$ cat src/rtl/fetch_queue.sv
// fetch_queue: instruction fetch queue in front of decode.
// Owns the fetch PC and issues one 32-bit read per accepted request. Responses
// come back in order and fill the queue slots; decode pops them in order
// through a valid/ready handshake. A redirect flushes the queue and counts
// responses still outstanding so that they are dropped when they arrive.
//
// Ports:
//   i_clk, i_rst                       clock, synchronous active-high reset
//   o_mem_req_valid/i_mem_req_ready    fetch request handshake
//   o_mem_req_addr                     fetch address (current PC)
//   i_mem_rsp_valid/i_mem_rsp_data     in-order response, never stalled
//   i_redirect/i_redirect_pc           flush and restart fetch
//   o_instr_valid/i_instr_ready        decode handshake
//   o_instr/o_instr_pc                 instruction word and its PC

// One queue slot: PC captured at request time, data captured at response time.
module fetch_queue_slot #(
  parameter int ADDR_W = 64
) (
  input  logic              clk,
  input  logic              pc_we,
  input  logic [ADDR_W-1:0] pc_in,
  input  logic              data_we,
  input  logic [31:0]       data_in,
  output logic [ADDR_W-1:0] pc,
  output logic [31:0]       data
);
  always_ff @(posedge clk) begin
    if (pc_we)   pc   <= pc_in;
    if (data_we) data <= data_in;
  end
endmodule

module fetch_queue #(
  parameter int                ADDR_W   = 64,
  parameter int                DEPTH    = 4,
  parameter logic [ADDR_W-1:0] RESET_PC = '0
) (
  input  logic              i_clk,
  input  logic              i_rst,
  output logic              o_mem_req_valid,
  input  logic              i_mem_req_ready,
  output logic [ADDR_W-1:0] o_mem_req_addr,
  input  logic              i_mem_rsp_valid,
  input  logic [31:0]       i_mem_rsp_data,
  input  logic              i_redirect,
  input  logic [ADDR_W-1:0] i_redirect_pc,
  output logic              o_instr_valid,
  input  logic              i_instr_ready,
  output logic [31:0]       o_instr,
  output logic [ADDR_W-1:0] o_instr_pc
);
  // Pointers carry one extra wrap bit so full and empty are distinguishable.
  localparam int IW = $clog2(DEPTH);
  localparam int PW = IW + 1;
  localparam logic [PW:0] DEPTH_X = (PW+1)'(DEPTH);

  logic [ADDR_W-1:0] pc;
  logic [PW-1:0]     rd, fill, alloc, discard;
  logic [PW-1:0]     occupancy, pending;
  logic [PW:0]       inflight;
  logic              req_fire, rsp_drop, rsp_take, pop;

  logic [DEPTH-1:0][ADDR_W-1:0] slot_pc;
  logic [DEPTH-1:0][31:0]       slot_data;
  logic [DEPTH-1:0]             pc_we, data_we;

  assign occupancy = alloc - rd;
  assign pending   = alloc - fill;
  // Discarded responses still occupy memory-side capacity, so they count here.
  assign inflight  = {1'b0, pending} + {1'b0, discard};

  assign o_mem_req_valid = !i_rst && !i_redirect &&
                           ({1'b0, occupancy} < DEPTH_X) && (inflight < DEPTH_X);
  assign o_mem_req_addr  = pc;
  assign req_fire        = o_mem_req_valid && i_mem_req_ready;

  assign rsp_drop = i_mem_rsp_valid && (discard != '0);
  assign rsp_take = i_mem_rsp_valid && (discard == '0) && (pending != '0) && !i_redirect;

  assign o_instr_valid = !i_rst && (rd != fill);
  assign pop           = o_instr_valid && i_instr_ready;
  assign o_instr       = slot_data[rd[IW-1:0]];
  assign o_instr_pc    = slot_pc[rd[IW-1:0]];

  for (genvar g = 0; g < DEPTH; g++) begin : g_slot
    assign pc_we[g]   = req_fire && (alloc[IW-1:0] == IW'(g));
    assign data_we[g] = rsp_take && (fill[IW-1:0] == IW'(g));
    fetch_queue_slot #(.ADDR_W(ADDR_W)) u_slot (
      .clk     (i_clk),
      .pc_we   (pc_we[g]),
      .pc_in   (pc),
      .data_we (data_we[g]),
      .data_in (i_mem_rsp_data),
      .pc      (slot_pc[g]),
      .data    (slot_data[g])
    );
  end

  always_ff @(posedge i_clk) begin
    if (i_rst) begin
      pc      <= RESET_PC;
      rd      <= '0;
      fill    <= '0;
      alloc   <= '0;
      discard <= '0;
    end else if (i_redirect) begin
      // Low two bits of the target are forced to zero (word aligned fetch).
      pc      <= i_redirect_pc & ~ADDR_W'(3);
      rd      <= '0;
      fill    <= '0;
      alloc   <= '0;
      // The response arriving this very cycle is dropped now, not counted.
      if (i_mem_rsp_valid && (inflight != '0))
        discard <= PW'(inflight - (PW+1)'(1));
      else
        discard <= PW'(inflight);
    end else begin
      if (req_fire) begin
        alloc <= alloc + PW'(1);
        pc    <= pc + ADDR_W'(4);
      end
      if (rsp_drop) discard <= discard - PW'(1);
      if (rsp_take) fill    <= fill + PW'(1);
      if (pop)      rd      <= rd + PW'(1);
    end
  end
endmodule

$ cat config.mk
export PLATFORM = sky130hd
export DESIGN_NAME = fetch_queue
export DESIGN_NICKNAME = d
export VERILOG_FILES = /design/src/rtl/fetch_queue.sv
export SDC_FILE = /design/constraint.sdc
export NUM_CORES = 1
export LEC_CHECK = 0
export ABC_AREA = 1
export BUFFER_PORTS_ARGS = -buffer_cell sky130_fd_sc_hd__buf_2
export CORE_ASPECT_RATIO = 1.75
export CORE_MARGIN = 5
export CORE_UTILIZATION = 55
export DETAILED_ROUTE_END_ITERATION = 12
export PLACE_DENSITY = 0.79
export RECOVER_POWER = 50
export SYNTH_ARGS = -nofsm -noshare
export SYNTH_HDL_FRONTEND = slang
export SYNTH_SLANG_ARGS = --single-unit
$ cat constraint.sdc
create_clock -name i_clk -period 7.8 [get_ports i_clk]
set_input_delay 0.78 -clock i_clk [delete_from_list [all_inputs] [get_ports i_clk]]
set_output_delay 0.78 -clock i_clk [all_outputs]
set_load 0.05 [all_outputs]
### Word level (Yosys, flattened, before mapping)

Index checks and enable logic that the tools add are counted.

| operators by class | value |
|---|---|
| add/sub/neg operators | 9 |
| $lt $le $gt $ge | 3 |
| equality and inequality tests | 7 |
| muxes and demuxes | 9 |
| reductions and logical operators | 30 |

Operators with widths:

| cell | number |
|---|---|
| $mux 64 | 3 |
| $bmux 64 s2 | 1 |
| $add 64x3->64 const B | 1 |
| $bmux 32 s2 | 1 |
| $mux 32 | 1 |
| $logic_and 1x1->1 | 19 |
| $add 3x1->3 const B | 3 |
| $mux 3 | 3 |
| $eq 2x2->1 const B | 4 |
| $reduce_bool 3->1 | 2 |
| $sub 3x1->3 const B | 2 |
| $sub 3x3->3 | 2 |
| $add 3x3->4 | 1 |
| $eq 2x1->1 const B | 2 |
| $logic_not 2->1 | 2 |
| $lt 4x3->1 const B | 1 |
| $reduce_bool 2->1 | 2 |
| $reduce_bool 4->1 | 1 |
| $logic_not 3->1 | 1 |
| $lt 2x3->1 const B | 1 |
| $lt 3x3->1 const B | 1 |
| $ne 3x3->1 | 1 |
| $logic_not 1->1 | 2 |
| $reduce_or 2->1 | 1 |

| word-level totals | value |
|---|---|
| register bits | 460 |
| input port bits | 102 |
| output and inout bits | 162 |
| word-level logic and storage cells | 72 |

### Longest topological paths before layout

Gate-level depths: netlist of the first run.

| depth | value |
|---|---|
| depth after elaboration | 7 |
| mapped depth | 22 |
| mapped depth without buffers | 20 |

### By module

From an unflattened synthesis of the first run, not the netlist that was laid out.

| unflattened totals | value |
|---|---|
| cell total of the unflattened synthesis | 1,943 |
| area total of the unflattened synthesis | 19,984.2 sq um |

Modules (own cells, without submodules):

| module | instances | cells an instance | area an instance (sq um) | sequential area each (sq um) |
|---|---|---|---|---|
| fetch_queue_slot | 4 | 96 | 2,882.8 | 2,882.8 |
| fetch_queue | 1 | 1,559 | 8,453.1 | 1,481.4 |

### Least setup slack after synthesis of the first run

No wires, ideal clock.

| timing | value |
|---|---|
| kind | register to register |
| start | register alloc[0] |
| end | register g_slot[0].u_slot.pc[10], enable pin |
| library setup time | 482 ps |
| arrival time | 5,036 ps |
| required time | 7,318 ps |
| path slack | 2,282 ps |
| stages on the path, launching flop included | 17 |
| path buffers | 2 |
| period minus slack after synthesis | 5,518 ps |
| path through | dfxtp_1 inv_1 ha_1 inv_1 fa_1 xnor2_1 inv_1 nand2_1 nand2_1 ha_1 a21oi_1 nand3_1 nor2_4 nand3_2 buf_6 buf_2 nor2_1 |

| between the ends | value |
|---|---|
| cells in the longest elaborated chain, start to end | 6 |
| elaborated cells between the ends (all ways) | 10 |
| those cells by class | add/sub (3); order compare (2); reduce/logical (5) |

RTL lines:

| what | RTL line | source |
|---|---|---|
| from (decl) | 59 | `logic [PW-1:0] rd, fill, alloc, discard;` |
| from (signal assigned) | 120 | `alloc <= alloc + PW'(1);` |
| $sub 3x3->3 (on tied branches) | 69, 68 |  |
| $add 3x3->4 or $lt 3x3->1 (tied branches) | 71, 74 |  |
| $lt 4x3->1 or $logic_and 1x1->1 (tied branches) | 74, 73 |  |
| $logic_and 1x1->1 | 74 | `({1'b0, occupancy} < DEPTH_X) && (inflight < DEPTH_X);` |
| $logic_and 1x1->1 | 76 | `assign req_fire = o_mem_req_valid && i_mem_req_ready;` |
| $logic_and 1x1->1 (*) | 87 | `assign pc_we[g] = req_fire && (alloc[IW-1:0] == IW'(g));` |
| via g_slot[0].u_slot.pc_we | 21 | `input logic pc_we,` |
| to (signal assigned) | 29 | `if (pc_we) pc <= pc_in;` |
| to (decl) | 25 | `output logic [ADDR_W-1:0] pc,` |

Mark *: on every way through the listed nets, which the timed path passes. The rest lies on a longest branch.
A chain may end at the register's enable or synchronous reset.

### Worst setup path in the final report of the first run

| timing | value |
|---|---|
| start | input port i_rst |
| end | register g_slot[1].u_slot.pc[61], enable pin |

| between the ends | value |
|---|---|
| cells in the longest elaborated chain, start to end | 6 |

RTL lines:

| what | RTL line | source |
|---|---|---|
| from (decl) | 40 | `input logic i_rst,` |
| $logic_not 1->1 | 73 | `assign o_mem_req_valid = !i_rst && !i_redirect &&` |
| $logic_and 1x1->1 (2 in series) | 73 |  |
| $logic_and 1x1->1 | 74 |  |
| $logic_and 1x1->1 | 76 |  |
| $logic_and 1x1->1 | 87 |  |
| via g_slot[1].u_slot.pc_we | 21 |  |
| to (signal assigned) | 29 |  |
| to (decl) | 25 |  |

The timed path passes the listed nets, and every way through them passes these cells.

==> impl_metrics.toml, run 1 <==
[pwr]
ir_drop_v = 0.000207
power-per-cell-area_nw_per_um2 = 219
power.leakage_nw = 8.26

[clocking]
cts.sink_count = 450
cts_buffer_depth = 3
clock-root-buffer = "sky130_fd_sc_hd__clkbuf_16"
numCtsBuffers = 38
post_cts.resized_instances = 0
clock_tree_from_tritoncts = "built"
clock_insertion_delay_worst_skew_ns = 0.55
cts.reportedPaths.clkPinSlew_ns = 0.06
total_setup_buffers_inserted_after_cts = 0
cts_max_level = 2
ctsHoldBuffers = 0

[synthesis]
synth_area_leaders = "sky130_fd_sc_hd__edfxtp_1, sky130_fd_sc_hd__dfxtp_1, sky130_fd_sc_hd__nand2_1, sky130_fd_sc_hd__nor2_1, sky130_fd_sc_hd__o21ai_0"
yosysTopAreaCell = "sky130_fd_sc_hd__edfxtp_1"
ys_dominant_reg_cell = "sky130_fd_sc_hd__edfxtp_1"
yosysSeqAreaShare_pct = 63.9
syn_inst_count = 1949
yosys_warnings = 0
syn_area_per_cell_sq_um = 10.3
netlist-cell-type-count = 43
number_of_register_bits_inferred_by_synthesis = 450
synth_enable_flop_cells = 376
netlist_area_sq_um = 20000
async_reset_ff_share_pct = 0
synthDominantCellAreaShare_pct = 56.5

[floorplan]
die_w_um = 154
start_util_pct = 55.4
io_pins = 264
floorplan.die.height_um = 262
row_count = 92
core_sq_um = 36000
die_area_sq_um = 40400

[sta]
finalSetupViolCount = 0
final_max_slew_viol_count = 148
achievable-frequency_mhz = 199
timing_worst_slew_pin_value_ns = 3.32
skew_ns = 0.0270
postLayoutSetupSlackWorst_ns = 2.77
maxSlewHeadroom_pct = -122
whs_ns = 0.493
setup_repair_after_global_routing_missed_its_margin = "no"
layout_min_cycle_time_ns = 5.03
report.final.hold_viol_count = 0
timing.final.crit_share_pct = 64.5
finalSetupTns_ns = 0

[setup_path]
timing.critical_path.to_type = "flop"
critPathLaunch = "i_rst"
slowest_stage = "sky130_fd_sc_hd__clkbuf_1"
r2r_end = "g_slot[1].u_slot.pc[61]"
critPathKind = "in2reg"
cp_startpoint_kind = "input pin"
critPathCapture = "g_slot[1].u_slot.pc[61]"
cp_slowest_stage_delay_ns = 1.85
r2r_cells = 16
crit_path_max_fanout = 64
worstPathRequired_ns = 8.02
critical_r2r_launch = "alloc[0]"
r2r_setup_slack_ns = 3.08
worstPathCellList = "buf_2, clkbuf_1, nor2_1, inv_1, nor2_4, nand3_2, buf_4, nor2_4, buf_4"
worstPathArrival_ns = 5.25

[route]
wl_per_cell_um = 21.1
ant_nets = 0
postRouteWirelength_mm = 56.4
total_number_of_vias = 15287
drt_drc_violations_left = 0
post_drt_via_cell_ratio = 5.73
first_pass_iters = 5
drtIter0Drc = 1272

[grt]
gr-usage-all-layers_pct = 27.0
number_of_global_route_vias_before_repair = 15077
pin_count_of_the_biggest_net_entering_global_routing = 111
antenna_found_initial = 4
grt_first_pass_wirelength_mm = 84.3
grt.overflow.total = 0

[placed_design]
dp.cells = 2594
placement.setup.worst_slack_ns = 3.07
port_buffers = 257
gp_congestion = 1.01
dpl.hpwl_mm = 37.7

[layout]
num-nets-final = 2286
post_layout_nonfiller_instances = 2668
layout.core_utilization_pct = 62.7
areaGrowthSynthToFinish_pct = 13.2
drive_above_1_share_pct = 13.0
nFillCells = 2944

[min_path]
hold_class = "in2reg"

[status]
outcome = "finished with violations"
violations = "max-capacitance violations, max-slew violations"

[job]
drv_cap = 4
how the worst min path moves through the flow:
| stage | start | endpoint | slack [ns] | cells after the start |
|---|---|---|---|---|
| after CTS | i_mem_rsp_data[23] | g_slot[2].u_slot.data[23] | 0.44 | 1 |
| after global placement | rd[2] | rd[2] | 0.53 | 2 |
| after detailed placement | rd[2] | rd[2] | 0.53 | 2 |
| after global routing | i_mem_rsp_data[3] | g_slot[0].u_slot.data[3] | 0.49 | 1 |
| after floorplan | rd[2] | rd[2] | 0.50 | 2 |
| final | i_mem_rsp_data[23] | g_slot[2].u_slot.data[23] | 0.49 | 1 |
cells in the mapped netlist, drive strengths merged, types with 2 or more instances:
master,number
a21oi,60
clkbuf,64
o21ai,207
clkinv,4
dfxtp,74
buf,33
xnor2,9
ha,18
nand2,351
o21a,7
fa,2
o21bai,21
nand4,20
edfxtp,376
xor2,10
o22ai,94
nand3,139
inv,128
nor2,320
nand3b,2
a21boi,5
critical path: cells and delay by family:
kind,cells,cell delay (ns)
and+or+nand+nor,4,1.06
buffers and inverters,5,3.34
power by group:
part	switching, mW	internal [mW]
clock	0.830	1.06
sequential	0.0690	2.64
combinational	0.265	0.0886
total	1.16	3.78
cells by family (layout without fill, tap and decap cells):
kind of cell,count (synthesis),in the layout,synth area share [%]
AO/OA/AOI/OAI,395,395,11.0
other,1,10,0.0188
buffers and inverters,230,470,5.02
adder cells (fa/ha/maj),20,20,1.33
AND/OR/NAND/NOR,834,834,17.9
flip-flops,450,450,63.9
XOR/XNOR,19,19,0.833
placed cells by master (no fill, tap or decap), drive strengths merged:
| cell | netlist | final |
|---|---|---|
| o21ai | 207 | 207 |
| nor3 | 1 | 1 |
| clkinv | 4 | 16 |
| clkinvlp | 0 | 1 |
| a21oi | 60 | 60 |
| xor2 | 10 | 10 |
| clkbuf | 64 | 144 |
| fa | 2 | 2 |
| dfxtp | 74 | 74 |
| nand4 | 20 | 20 |
| o21a | 7 | 7 |
| o21bai | 21 | 21 |
| a21boi | 5 | 5 |
| bufinv | 0 | 4 |
| a31oi | 1 | 1 |
| buf | 33 | 174 |
| conb | 1 | 4 |
| or2 | 1 | 1 |
| diode | 0 | 6 |
| inv | 128 | 131 |
| nand3 | 139 | 139 |
| nand3b | 2 | 2 |
| nor2 | 320 | 320 |
| ha | 18 | 18 |
| edfxtp | 376 | 376 |
| o22ai | 94 | 94 |
| xnor2 | 9 | 9 |
| nand2 | 351 | 351 |
stage by stage:
stage	power, mW	instance area (sq um)
2_1_floorplan	2.99	20000
3_3_place_gp	3.11	21500
3_5_place_dp	3.12	21500
4_1_cts	4.98	22800
5_1_grt	5.10	22600
6_report	4.95	22600
registers in the layout (all words and copies together) (netlist names):
signal	count
alloc	3
discard	3
fill	3
g_slot.u_slot.data	128
g_slot.u_slot.pc	248
o_mem_req_addr	62
rd	3
area by class of cell:
| type | instances | area [sq um] | share of cell area [%] |
|---|---|---|---|
| clock inverters | 20 | 204 | 0.902 |
| inverters | 132 | 513 | 2.27 |
| clock buffers | 48 | 1010 | 4.47 |
| flip-flops and latches | 450 | 12800 | 56.5 |
| diodes | 6 | 15.0 | 0.0664 |
| multi-input cells | 1272 | 6230 | 27.6 |
| well taps | 470 | 588 | 2.60 |
| repair buffers | 270 | 1260 | 5.58 |
metal layers:
metal / global-route usage, % / vias up / wire length [um]
li1: - / 7197 / -
met1: 28.8 / 7312 / 19500
met2: 50.9 / 621 / 30400
met3: 3.54 / 157 / 3350
met4: 15.3 / 0 / 3180
met5: 0 / - / 0
Note: power is estimated with default switching activity, not from simulation.
==> inputs of run 2 (changes only) <==
--- a/config.mk
+++ b/config.mk
@@ -5,13 +5,13 @@
 export SDC_FILE = /design/constraint.sdc
 export NUM_CORES = 1
 export LEC_CHECK = 0
-export ABC_AREA = 1
+export ABC_AREA = 0
 export BUFFER_PORTS_ARGS = -buffer_cell sky130_fd_sc_hd__buf_2
 export CORE_ASPECT_RATIO = 1.75
 export CORE_MARGIN = 5
-export CORE_UTILIZATION = 55
+export CORE_UTILIZATION = 52
 export DETAILED_ROUTE_END_ITERATION = 12
-export PLACE_DENSITY = 0.79
+export PLACE_DENSITY = 0.78
 export RECOVER_POWER = 50
 export SYNTH_ARGS = -nofsm -noshare
 export SYNTH_HDL_FRONTEND = slang
==> constraint.sdc (replaced) <==
create_clock -name i_clk -period 4.1 [get_ports i_clk]
set_input_delay 0.41 -clock i_clk [delete_from_list [all_inputs] [get_ports i_clk]]
set_output_delay 0.41 -clock i_clk [all_outputs]
set_load 0.05 [all_outputs]
==> run 2 against run 1 <==
  * Via count is 26% lower
  * First-iteration DRC count is 41% lower
  * The flow now finishes without violations
  * Global-route usage is 4.1 points lower
  * Critical path depth is 2 higher
  * Sequential power is 89% higher
==> impl_metrics.toml, run 2 <==
[pwr]
power.leakage_nw = 6.91
ir_drop_v = 0.000331
power_mw = 9.36
power-per-cell-area_nw_per_um2 = 440

[min_path]
worstHoldPathCells = 3
hold_path_origin = "i_redirect_pc[2]"
timing.hold.worst_endpoint = "o_mem_req_addr[2]"
hold_class = "in2reg"

[sta]
finalSetupViolCount = 0
layout_min_cycle_time_ns = 3.95
report.final.hold_viol_count = 0
final_max_slew_viol_count = 0
finalSetupTns_ns = 0
maxSlewHeadroom_pct = 1.60
timing_worst_slew_pin_value_ns = 1.48
skew_ns = 0.0144
postLayoutSetupSlackWorst_ns = 0.151
setup_repair_after_global_routing_missed_its_margin = "no"
achievable-frequency_mhz = 253
timing.final.crit_share_pct = 96.3

[synthesis]
synth_area_leaders = "sky130_fd_sc_hd__edfxtp_1, sky130_fd_sc_hd__mux4_2, sky130_fd_sc_hd__dfxtp_1, sky130_fd_sc_hd__nand2_1, sky130_fd_sc_hd__a31oi_1"
number_of_register_bits_inferred_by_synthesis = 450
yosys_warnings = 0
ys_dominant_reg_cell = "sky130_fd_sc_hd__edfxtp_1"
yosysTopAreaCell = "sky130_fd_sc_hd__edfxtp_1"
syn_inst_count = 1114
netlist-cell-type-count = 62
synth_enable_flop_cells = 376
syn_area_per_cell_sq_um = 16.3
yosysSeqAreaShare_pct = 70.2
async_reset_ff_share_pct = 0
ys_top_cells_by_count = "sky130_fd_sc_hd__edfxtp_1, sky130_fd_sc_hd__mux4_2, sky130_fd_sc_hd__dfxtp_1"
yosys.cell_count.top_type = "sky130_fd_sc_hd__edfxtp_1"
synthDominantCellAreaShare_pct = 62.0
netlist_area_sq_um = 18200

[floorplan]
io_pins = 264
row_count = 90
start_util_pct = 52.7
die_w_um = 151
floorplan.die.height_um = 258
die_area_sq_um = 39000
core_sq_um = 34600

[route]
first_pass_iters = 8
post_drt_via_cell_ratio = 5.98
ant_nets = 0
drt_drc_violations_left = 0
wl_per_cell_um = 23.6
drtIter0Drc = 754
postRouteWirelength_mm = 44.6
total_number_of_vias = 11278

[setup_path]
r2r_end = "o_mem_req_addr[35]"
r2r_setup_slack_ns = 0.25
cp_startpoint_kind = "flop"
worstPathRequired_ns = 3.69
crit_path_max_fanout = 5
worstPathArrival_ns = 3.54
timing.critical_path.to_type = "output pin"
critical_r2r_launch = "alloc[0]"
critPathKind = "reg2out"
r2r_cells = 14

[placed_design]
gp_congestion = 0.844
port_buffers = 257
dpl.hpwl_mm = 29.3
placedInstanceArea_sq_um = 20200
placement.setup.worst_slack_ns = 0.220

[clocking]
cts.sink_count = 450
numCtsBuffers = 40
clock-root-buffer = "sky130_fd_sc_hd__clkbuf_16"
clock_tree_from_tritoncts = "built"
cts.reportedPaths.clkPinSlew_ns = 0.07
cts_max_level = 2
ctsHoldBuffers = 0
cts_buffer_depth = 3
clock_insertion_delay_worst_skew_ns = 0.54

[layout]
stdcell_area_sq_um = 21300
layout.cells.most_common_list = "sky130_fd_sc_hd__edfxtp_1, sky130_fd_sc_hd__clkbuf_1, sky130_fd_sc_hd__buf_2"
largest_register_ff_count = 248
num-nets-final = 1511
drive_above_1_share_pct = 23.7
layout.cells.most_common = "sky130_fd_sc_hd__edfxtp_1"
nFillCells = 2586
areaGrowthSynthToFinish_pct = 16.9
regMostFlops = "g_slot.u_slot.pc"

[grt]
number_of_global_route_vias_before_repair = 11273
pin_count_of_the_biggest_net_entering_global_routing = 98
grt.overflow.total = 0
grt_first_pass_wirelength_mm = 67.5
antenna_found_initial = 13
gr-usage-all-layers_pct = 22.9

[job]
drv_cap = 0

[status]
outcome = "completed"
-- run 2: stage by stage --
step	hold WS, ns	instances	utilization, %
floorplan	0.509	1117	-
global placement	0.549	1805	58.3
detailed placement	0.566	1805	58.3
CTS	0.0656	1877	61.9
global route	0.132	1884	61.5
finish	0.123	1887	61.6
-- run 2: worst max-delay path by stage --
| stage | from | end | slack (ns) | cells past startpoint |
|---|---|---|---|---|
| finish | alloc[0] | o_mem_req_valid | 0.15 | 11 |
| global route | alloc[0] | o_mem_req_valid | 0.03 | 11 |
| CTS | alloc[0] | o_mem_req_valid | 0.01 | 11 |
| detailed placement | alloc[0] | o_mem_req_addr[41] | 0.22 | 13 |
| global placement | alloc[0] | o_mem_req_addr[14] | 0.28 | 14 |
| floorplan | fill[0] | o_mem_req_addr[53] | 0.30 | 11 |
-- run 2: logic make-up after synthesis --
group,count (synthesis),share of synthesized area [%]
AND/OR/NAND/NOR,273,8.04
buffers and inverters,83,1.89
flip-flops,450,70.2
adder cells (fa/ha/maj),20,1.46
AO/OA/AOI/OAI,173,5.83
multiplexers,96,11.7
XOR/XNOR,18,0.866
other,1,0.0206
-- run 2: timing repair --
action	in CTS	in global routing
pin swaps	0	1
endpoints found under the setup margin	1	2
setup buffers	0	2
resized for setup	1	1
hold endpoints to repair	0	0
-- run 2: power by group --
| group | switching (mW) | total [mW] | internal (mW) |
|---|---|---|---|
| clock | 1.58 | 3.63 | 2.05 |
| sequential | 0.108 | 5.13 | 5.02 |
| combinational | 0.438 | 0.603 | 0.165 |
-- run 2: metal layers --
layer | global-route usage, % | wire length, um | vias to the layer above
met4 | 9.66 | 1760 | 12
li1 | - | - | 5012
met1 | 26.9 | 15200 | 5609
met3 | 5.18 | 3970 | 108
met2 | 40.0 | 23600 | 537
met5 | 0 | 89 | -
-- run 2: area by class of cell --
type                    instances  area [sq um]  area share, %
well taps                     460           576           2.70
flip-flops and latches        450         12800           60.0
clock inverters                20           178          0.835
clock buffers                  52          1080           5.06
inverters                      25          93.8          0.441
multi-input cells             584          5120           24.0
repair buffers                288          1440           6.78
diodes                          8          20.0         0.0941
-- run 2: critical path, stage by stage (launching register included) --
cell and delay, ns:
sky130_fd_sc_hd__dfxtp_1 0.36, sky130_fd_sc_hd__inv_1 0.14, sky130_fd_sc_hd__ha_1 0.17, sky130_fd_sc_hd__inv_1 0.05, sky130_fd_sc_hd__fa_1 0.54, sky130_fd_sc_hd__inv_1 0.08, sky130_fd_sc_hd__fa_1 0.44, sky130_fd_sc_hd__nor3b_1 0.22
sky130_fd_sc_hd__a21oi_1 0.14, sky130_fd_sc_hd__or2_2 0.31, sky130_fd_sc_hd__nor3_2 0.28, sky130_fd_sc_hd__buf_4 0.27
